--- src/rtl/branch_ctrl.sv ---
// ID-stage branch resolution sequencer: holds the front end until comparator
// operands are forwarded, issues taken/link pulses, and keeps branch statistics.
module branch_ctrl #(
  parameter int CNT_W    = 32,
  parameter int MAX_WAIT = 3
) (
  input  logic             clk,
  input  logic             reset,
  input  logic             id_valid,
  input  logic             id_branch,
  input  logic             id_need_rt,
  input  logic             id_link,
  input  logic             rs_ready,
  input  logic             rt_ready,
  input  logic             cmpout,
  output logic             stall,
  output logic             taken,
  output logic             link_we,
  output logic             err,
  output logic [CNT_W-1:0] branch_cnt,
  output logic [CNT_W-1:0] taken_cnt,
  output logic [CNT_W-1:0] stall_cnt
);

  // state | meaning
  // IDLE  | no branch held in ID; a ready request resolves immediately
  // WAIT  | branch stalled for operands; wcnt counts stall cycles so far
  localparam int WW = (MAX_WAIT < 1) ? 1 : $clog2(MAX_WAIT + 1);
  localparam logic [WW-1:0] WAIT_LIMIT = WW'(MAX_WAIT);

  typedef enum logic {IDLE = 1'b0, WAIT = 1'b1} state_t;

  state_t        state;
  logic [WW-1:0] wcnt;
  logic          req;
  logic          ready;
  logic          resolve;
  logic          timeout;

  assign req   = id_valid & id_branch;
  assign ready = rs_ready & (rt_ready | ~id_need_rt);

  // Mealy outputs; reset gates them so nothing leaks while held in reset.
  always_comb begin
    stall   = 1'b0;
    taken   = 1'b0;
    link_we = 1'b0;
    resolve = 1'b0;
    timeout = 1'b0;
    if (!reset && req) begin
      if (ready) begin
        resolve = 1'b1;
        taken   = cmpout;
        link_we = id_link;
      end else if (state == IDLE || wcnt != WAIT_LIMIT) begin
        stall = 1'b1;
      end else begin
        // Operands never arrived: release ID as not-taken and flag it.
        resolve = 1'b1;
        timeout = 1'b1;
        link_we = id_link;
      end
    end
  end

  always_ff @(posedge clk or posedge reset) begin
    if (reset) begin
      state      <= IDLE;
      wcnt       <= '0;
      err        <= 1'b0;
      branch_cnt <= '0;
      taken_cnt  <= '0;
      stall_cnt  <= '0;
    end else begin
      case (state)
        IDLE: begin
          if (stall) begin
            state <= WAIT;
            wcnt  <= WW'(1);
          end
        end
        WAIT: begin
          if (!req || resolve) begin
            state <= IDLE;
            wcnt  <= '0;
          end else begin
            wcnt <= wcnt + WW'(1);
          end
        end
        default: begin
          state <= IDLE;
          wcnt  <= '0;
        end
      endcase

      if (timeout) err <= 1'b1;
      if (resolve) branch_cnt <= branch_cnt + CNT_W'(1);
      if (taken)   taken_cnt  <= taken_cnt + CNT_W'(1);
      if (stall)   stall_cnt  <= stall_cnt + CNT_W'(1);
    end
  end

endmodule

--- config.mk ---
export PLATFORM = sky130hd
export DESIGN_NAME = branch_ctrl
export DESIGN_NICKNAME = d
export VERILOG_FILES = /design/src/rtl/branch_ctrl.sv
export SDC_FILE = /design/constraint.sdc
export NUM_CORES = 1
export LEC_CHECK = 0
export ABC_CLOCK_PERIOD_IN_PS = 4800
export CAP_MARGIN = 20
export CORE_AREA = 2 2 105 107
export DETAILED_ROUTE_END_ITERATION = 8
export DIE_AREA = 0 0 107 109
export PLACE_DENSITY = 0.74
export REMOVE_ABC_BUFFERS = 1
export SLEW_MARGIN = 20
export SYNTH_ARGS = -nofsm -noshare
export SYNTH_HDL_FRONTEND = slang
export SYNTH_SLANG_ARGS = --single-unit
--- constraint.sdc ---
create_clock -name clk -period 4.8 [get_ports clk]
set_input_delay 1.2 -clock clk [delete_from_list [all_inputs] [get_ports clk]]
set_output_delay 1.2 -clock clk [all_outputs]
set_load 0.01 [all_outputs]
==> results of run 1 <==
final cells by class:
type / count / share of cell area
multi-input cells: 287 / 0.3257
clock buffers: 9 / 0.02078
well taps: 140 / 0.02938
flip-flops and latches: 100 / 0.4197
inverters: 8 / 0.005456
clock inverters: 7 / 0.01259
repair buffers: 112 / 0.1864
how the worst min path moves through the flow:
stage | from | endpoint | slack (ps) | cells past startpoint
2_1_floorplan | wcnt[0] | wcnt[0] | 470 | 1
3_3_place_gp | branch_cnt[31] | branch_cnt[31] | 460 | 1
3_5_place_dp | err | err | 460 | 1
4_1_cts | taken_cnt[31] | taken_cnt[31] | 480 | 1
5_1_grt | taken_cnt[31] | taken_cnt[31] | 490 | 1
6_report | taken_cnt[31] | taken_cnt[31] | 470 | 1
flip-flops by register name, indices dropped and copies added, names as in the netlist:
register	flops
wcnt	2
stall_cnt	32
branch_cnt	32
taken_cnt	32
state	1
err	1
through the flow:
| step | area, µm² | total power [µW] |
|---|---|---|
| 2_1_floorplan | 4474 | 1048 |
| 3_3_place_gp | 5763 | 1174 |
| 3_5_place_dp | 5763 | 1187 |
| 4_1_cts | 5962 | 1732 |
| 5_1_grt | 5962 | 1801 |
| 6_report | 5962 | 1714 |
kinds of logic (layout without fill, tap and decap cells):
kind of cell	Yosys count	count (layout)	share of synthesized area
AOI/OAI and AO/OA	10	10	0.01392
xor gates and xnor gates	93	93	0.1813
adders and majority gates	4	4	0.01114
buffers and inverters	11	136	0.01086
DFF	100	100	0.5569
muxes	3	3	0.007518
and+or+nand+nor	177	177	0.2183
cells in the mapped netlist (2+ instances only):
cell type | count | area [µm²]
sky130_fd_sc_hd__or4_1 | 4 | 30.03
sky130_fd_sc_hd__dfrtp_1 | 100 | 2502
sky130_fd_sc_hd__ha_1 | 4 | 50.05
sky130_fd_sc_hd__xnor2_1 | 63 | 551.8
sky130_fd_sc_hd__and4_1 | 9 | 78.83
sky130_fd_sc_hd__and2_1 | 3 | 18.77
sky130_fd_sc_hd__nor2_1 | 17 | 63.81
sky130_fd_sc_hd__or2_2 | 2 | 12.51
sky130_fd_sc_hd__nor3_1 | 14 | 70.07
sky130_fd_sc_hd__nand2b_1 | 2 | 12.51
sky130_fd_sc_hd__nand4_1 | 23 | 143.9
sky130_fd_sc_hd__nor3b_1 | 2 | 15.01
sky130_fd_sc_hd__nand2_1 | 33 | 123.9
sky130_fd_sc_hd__and3_1 | 19 | 118.9
sky130_fd_sc_hd__nand3_1 | 39 | 195.2
sky130_fd_sc_hd__o21ai_0 | 3 | 15.01
sky130_fd_sc_hd__inv_1 | 8 | 30.03
sky130_fd_sc_hd__mux2_2 | 3 | 33.78
sky130_fd_sc_hd__xor2_1 | 30 | 262.8
sky130_fd_sc_hd__nor4_1 | 3 | 18.77
sky130_fd_sc_hd__clkbuf_1 | 2 | 7.510
cells in the final DEF, fill, tap and decap left out, types with 2 or more instances in the layout:
| master | n |
|---|---|
| sky130_fd_sc_hd__clkdlybuf4s50_1 | 108 |
| sky130_fd_sc_hd__dfrtp_1 | 100 |
| sky130_fd_sc_hd__xnor2_1 | 63 |
| sky130_fd_sc_hd__nand3_1 | 39 |
| sky130_fd_sc_hd__nand2_1 | 33 |
| sky130_fd_sc_hd__xor2_1 | 30 |
| sky130_fd_sc_hd__nand4_1 | 23 |
| sky130_fd_sc_hd__and3_1 | 19 |
| sky130_fd_sc_hd__nor2_1 | 17 |
| sky130_fd_sc_hd__nor3_1 | 14 |
| sky130_fd_sc_hd__and4_1 | 9 |
| sky130_fd_sc_hd__clkbuf_8 | 9 |
| sky130_fd_sc_hd__inv_1 | 7 |
| sky130_fd_sc_hd__or4_1 | 4 |
| sky130_fd_sc_hd__ha_1 | 4 |
| sky130_fd_sc_hd__buf_4 | 4 |
| sky130_fd_sc_hd__nor4_1 | 3 |
| sky130_fd_sc_hd__mux2_2 | 3 |
| sky130_fd_sc_hd__o21ai_0 | 3 |
| sky130_fd_sc_hd__and2_1 | 3 |
| sky130_fd_sc_hd__clkinvlp_4 | 3 |
| sky130_fd_sc_hd__nand2b_1 | 2 |
| sky130_fd_sc_hd__nor3b_1 | 2 |
| sky130_fd_sc_hd__or2_2 | 2 |
| sky130_fd_sc_hd__inv_6 | 2 |
power groups by stage:
stage	clock network, µW	registers, µW	logic, µW
6_report	546	951	216
5_1_grt	595	963	242
4_1_cts	560	952	221
3_5_place_dp	0	967	220
3_3_place_gp	0	960	214
2_1_floorplan	0	971	76.9
worst max-delay path: cells and delay by family:
kind	cells	cell delay (ps)
buffers and inverters	2	1110
AOI/OAI and AO/OA	2	500
and+or+nand+nor	1	370
metal layers:
layer / routed length [µm] / part of all wire / vias to the layer above
met3: 438 / 0.042 / 18
li1: - / - / 1632
met1: 4648 / 0.44 / 1711
met2: 5245 / 0.50 / 83
met5: 0 / 0 / -
met4: 186 / 0.018 / 0
==> summary.md, run 1 <==
| Metric | Value |
|---|---|
| Detailed-route wire length | 10.52 mm |
| Unrepaired setup endpoints after global routing | no |
| Clock tree from TritonCTS | yes |
| Status | complete, no violations |
| Number of pins with negative max-slew slack in the final report | 0 |
| Sum of negative setup slack | 0 ps |
| Final Net Count | 531 |
| Max-Slew Margin vs Limit | 0.4192 |
| Remaining antenna violation count after routing | 0 |
| WL per Instance | 15.87 µm |
| Largest driver fanout on the critical path | 6 |
| R2R depth | 5 |
| Core region area | 0.01060 mm² |
| Count of final hold-check violations | 0 |
| Later-pin clock latency in the skew report | 370 ps |
| Maximum clock path buffer count | 2 |
| Worst r2r src | branch_cnt[7] |
| Register bit total from synthesis | 100 |
| Number of instances in the synthesized netlist | 398 |
| Critical-path top delay cell | sky130_fd_sc_hd__clkdlybuf4s50_1 |
| Number of enable-type register cells in the synthesized netlist | 0 |
| GRT met1 Usage | 0.2484 |
| Crit path capture | stall |
| Reg clk slew, reported paths | 90 ps |
| Final cell count without fillers | 663 |
| Met2 layer usage reported by global route | 0.3135 |
| Clock share of power | 0.319 |
| Async set-reset flop share out of synthesis | 1.000 |
| Setup fix buffers added after clock tree synthesis | 0 |
| Critical Path Max Stage Delay | 590 ps |
| Internal Pwr Total | 1249 µW |
| Global-route wire length before repair | 17.28 mm |
| DRT iter0 DRCs | 143 |
| Distinct cell type count after synthesis | 36 |
| Seq. cell area | 0.002502 mm² |
| Global routing met3 resource utilization | 0.04244 |
| Pre-CTS worst setup slack | 441.2 ps |
| First-pass detailed-route iteration total | 4 |
| Initial antenna violation count | 0 |
| Kind of end point of the critical path | output pin |
| Worst Path Class, Setup | in -> out |
| Residual overflow from global routing | 0 |
| Fin Hold WS | 473.5 ps |
| Final core area utilization | 0.5623 |
| Total I/O pin count | 109 |
| Gp weighted congestion | 0.8233 |
| Die Width | 107 µm |
| Switching power total | 464.9 µW |
| Main flop type after synthesis | sky130_fd_sc_hd__dfrtp_1 |
| Hold buffers post-CTS | 0 |
| Combinational cell fraction of total power | 0.126 |
| Worst clock skew | 6.649 ps |
| Measured slew at the worst slew-check pin | 864.5 ps |
| Share of power burned in registers | 0.555 |
| Number of global-route vias before repair | 3428 |
| Netlist area before placement | 0.004493 mm² |
| Max-cap violations | 0 |
| CP arrival | 3190 ps |
| Estimated wirelength of the detail-placed design | 7.839 mm |
| Die height | 109 µm |
| Area growth, synth to finish | 32.69% |
| Crit path time final | 4390 ps |
| Number of gates resized after CTS | 0 |
| Vias per Instance | 5.195 |
| Yosys warning total | 0 |
| Number of sinks on the clock net | 100 |
| Fraction of layout cells with a size suffix above 1 | 0.05545 |
| Buffers added on ports | 108 |
| Switching part of the total power | 0.2712 |
| Endpoint required time on the critical path | 3600 ps |
| Chain of cells forming the critical path | clkdlybuf4s50_1 -> and3b_1 -> o21ai_1 -> a21oi_1 -> clkdlybuf4s50_1 |
| Reg2reg end | branch_cnt[25] |
| Worst path setup slack after routing | 409.6 ps |
| Initial Utilization | 0.4238 |
| H-Tree Level Count | 3 |
| Placed Cells | 647 |
| Maximum clock frequency | 227.8 MHz |
| P_leak | 0.002616 µW |
| Power per cell area | 287.5 mW/mm² |
| Synthesized area per cell | 11.29 µm² |
| Fill cells | 890 |
| Worst min path class | reg -> reg |
| Final number of setup-violating endpoints | 0 |
| Total CTS buffers | 9 |
| Vias after detailed routing | 3444 |
| Startpoint of the worst setup timing path | reset |
| Max IR drop VDD | 0.2042 mV |
| Final period utilization | 0.9147 |
| Antenna diodes | 0 |
| Worst reg-to-reg setup slack | 2270 ps |
| Die footprint | 0.01166 mm² |
| Clk Tree Root Cell | sky130_fd_sc_hd__clkbuf_8 |
| Sequential fraction of the synthesis area | 0.5569 |
| Sort of element at the start of the critical path | input pin |
| Count of unresolved DRC violations after routing | 0 |
| Most frequent CP cell | sky130_fd_sc_hd__clkdlybuf4s50_1 |
| Floorplan row count | 38 |
| Multi-input combinational cell area | 0.001942 mm² |
| Total Routing Usage GR | 0.1909 |
| Most Used Layer, Global Route | met2 |
| Largest net degree at the start of global routing | 42 |
No activity file was read; power rests on OpenSTA's default activity.
==> inputs of run 2 (changes only) <==
--- a/config.mk
+++ b/config.mk
@@ -5,9 +5,10 @@
 export SDC_FILE = /design/constraint.sdc
 export NUM_CORES = 1
 export LEC_CHECK = 0
-export ABC_CLOCK_PERIOD_IN_PS = 4800
+export ABC_CLOCK_PERIOD_IN_PS = 4500
 export CAP_MARGIN = 20
 export CORE_AREA = 2 2 105 107
+export CTS_BUF_LIST = sky130_fd_sc_hd__clkbuf_8
 export DETAILED_ROUTE_END_ITERATION = 8
 export DIE_AREA = 0 0 107 109
 export PLACE_DENSITY = 0.74
==> constraint.sdc (replaced) <==
create_clock -name clk -period 4.5 [get_ports clk]
set_input_delay 1.125 -clock clk [delete_from_list [all_inputs] [get_ports clk]]
set_output_delay 1.125 -clock clk [all_outputs]
set_load 0.01 [all_outputs]
==> run 2 against run 1 <==
Effect of this change: power rose by 2.1%; sequential power rose by 6%; clock-buffer cell count did not move; global-route usage rose by 0.30 points; critical endpoint unchanged.
==> summary.md, run 2 (synthesized netlist as in run 1, its figures left out) <==
| Metric | Value |
|---|---|
| Status | complete, no violations |
| Measured slew at the worst slew-check pin | 881.6 ps |
| Final Net Count | 534 |
| Final design area excluding fillers | 0.005956 mm² |
| Max IR drop VDD | 0.2182 mV |
| Vias after detailed routing | 3436 |
| H-Tree Level Count | 3 |
| Most frequent cells in the layout | 108 x sky130_fd_sc_hd__clkdlybuf4s50_1, 100 x sky130_fd_sc_hd__dfrtp_1, 63 x sky130_fd_sc_hd__xnor2_1 |
| Largest registers | branch_cnt (32), stall_cnt (32), taken_cnt (32) |
| Residual overflow from global routing | 0 |
| Fraction of layout cells with a size suffix above 1 | 0.05703 |
| Most common library cell in the layout ignoring fill and taps | sky130_fd_sc_hd__clkdlybuf4s50_1 |
| Clock tree from TritonCTS | yes |
| Global-route wire length before repair | 17.51 mm |
| Sort of element at the start of the critical path | input pin |
| Core region area | 0.01060 mm² |
| Worst reg-to-reg setup slack | 2000 ps |
| Dominant delay contributor by cell family on the critical path | buffers and inverters |
| Worst Path Class, Setup | in -> out |
| Most frequent CP cell | sky130_fd_sc_hd__clkdlybuf4s50_1 |
| Remaining antenna violation count after routing | 0 |
| Setup fix buffers added after clock tree synthesis | 0 |
| Gp weighted congestion | 0.8006 |
| CP Buf/Inv Count | 2 |
| Total CTS buffers | 9 |
| Count of final hold-check violations | 0 |
| Placed cell areas | 0.005786 mm² |
| Sum of negative setup slack | 0 ps |
| Initial antenna violation count | 0 |
| Pre-CTS worst setup slack | 366.4 ps |
| Hold buffers post-CTS | 0 |
| Number of global-route vias before repair | 3426 |
| Worst clock skew | 7.560 ps |
| Chain of cells forming the critical path | clkdlybuf4s50_1 -> and3b_1 -> o21ai_1 -> a21oi_1 -> clkdlybuf4s50_1 |
| Max-cap violations | 0 |
| First-pass detailed-route iteration total | 4 |
| Total Routing Usage GR | 0.1938 |
| Power per cell area | 293.9 mW/mm² |
| WL per Instance | 15.96 µm |
| Later-pin clock latency in the skew report | 360 ps |
| Critical Path Max Stage Delay | 600 ps |
| Estimated wirelength of the detail-placed design | 7.925 mm |
| Count of unresolved DRC violations after routing | 0 |
| Largest driver fanout on the critical path | 6 |
| Max-Slew Margin vs Limit | 0.4077 |
| Final period utilization | 0.9186 |
| Worst min path class | reg -> reg |
| Fin Hold WS | 473.8 ps |
| Number of sinks on the clock net | 100 |
| Area growth, synth to finish | 32.55% |
| CP arrival | 3010 ps |
| Die Width | 107 µm |
| Floorplan row count | 38 |
| Vias per Instance | 5.159 |
| Number of gates resized after CTS | 0 |
| Total I/O pin count | 109 |
| Die footprint | 0.01166 mm² |
| Final number of setup-violating endpoints | 0 |
| Critical-path top delay cell | sky130_fd_sc_hd__clkdlybuf4s50_1 |
| P_leak | 0.002619 µW |
| Clk Tree Root Cell | sky130_fd_sc_hd__clkbuf_8 |
| Unrepaired setup endpoints after global routing | no |
| Number of pins with negative max-slew slack in the final report | 0 |
| Die height | 109 µm |
| Total Power Consumption | 1750 µW |
| Detailed-route wire length | 10.63 mm |
| Initial Utilization | 0.4238 |
| Reg clk slew, reported paths | 90 ps |
| Fill cells | 916 |
| Crit path time final | 4134 ps |
| Maximum clock frequency | 241.9 MHz |
| Buffers added on ports | 108 |
| Antenna diodes | 0 |
| Maximum clock path buffer count | 2 |
| Kind of end point of the critical path | output pin |
| DRT iter0 DRCs | 131 |
| Worst path setup slack after routing | 366.1 ps |
| Endpoint required time on the critical path | 3380 ps |
| Largest net degree at the start of global routing | 63 |
## run 2: where the power goes
part	switching, µW	internal [µW]
Combinational	103	127
Sequential	64.0	946
Clock	313	198
## run 2: worst register-to-register path, delay by kind of cell, from the launching register on
| kind | cells | cell delay [ps] |
|---|---|---|
| DFF | 1 | 460 |
| xor gates and xnor gates | 1 | 160 |
| and+or+nand+nor | 4 | 1820 |
## run 2: final timing paths
path                          startpoint              to  cells after the start
setup / recovery                   reset           stall                      5
hold / removal             taken_cnt[31]   taken_cnt[31]                      1
setup reg to reg           branch_cnt[7]  branch_cnt[25]                      5
hold reg to reg            taken_cnt[31]   taken_cnt[31]                      1
max in group asynchronous          reset    stall_cnt[5]                      3
min in group asynchronous          reset   stall_cnt[19]                      2
## run 2: final cells by class
class | count | area [µm²] | area share
Inverter | 8 | 32.53 | 0.005462
Timing Repair Buffer | 115 | 1134 | 0.1903
Multi-Input combinational cell | 287 | 1942 | 0.3261
Clock inverter | 7 | 46.29 | 0.007773
Clock buffer | 9 | 123.9 | 0.02080
Sequential cell | 100 | 2502 | 0.4202
Tap cell | 140 | 175.2 | 0.02941
## run 2: routing by layer
layer / wire (µm) / vias up / GRT usage
met5: 0 / - / 0
met4: 254 / 0 / 0.08534
met3: 413 / 18 / 0.04304
met2: 5333 / 81 / 0.3171
met1: 4626 / 1694 / 0.2487
li1: - / 1643 / -
## run 2: stage by stage
stage,std cells,utilization
5_1_grt,666,0.5617
3_5_place_dp,650,0.5457
3_3_place_gp,650,0.5457
2_1_floorplan,395,-
4_1_cts,666,0.5617
6_report,666,0.5617
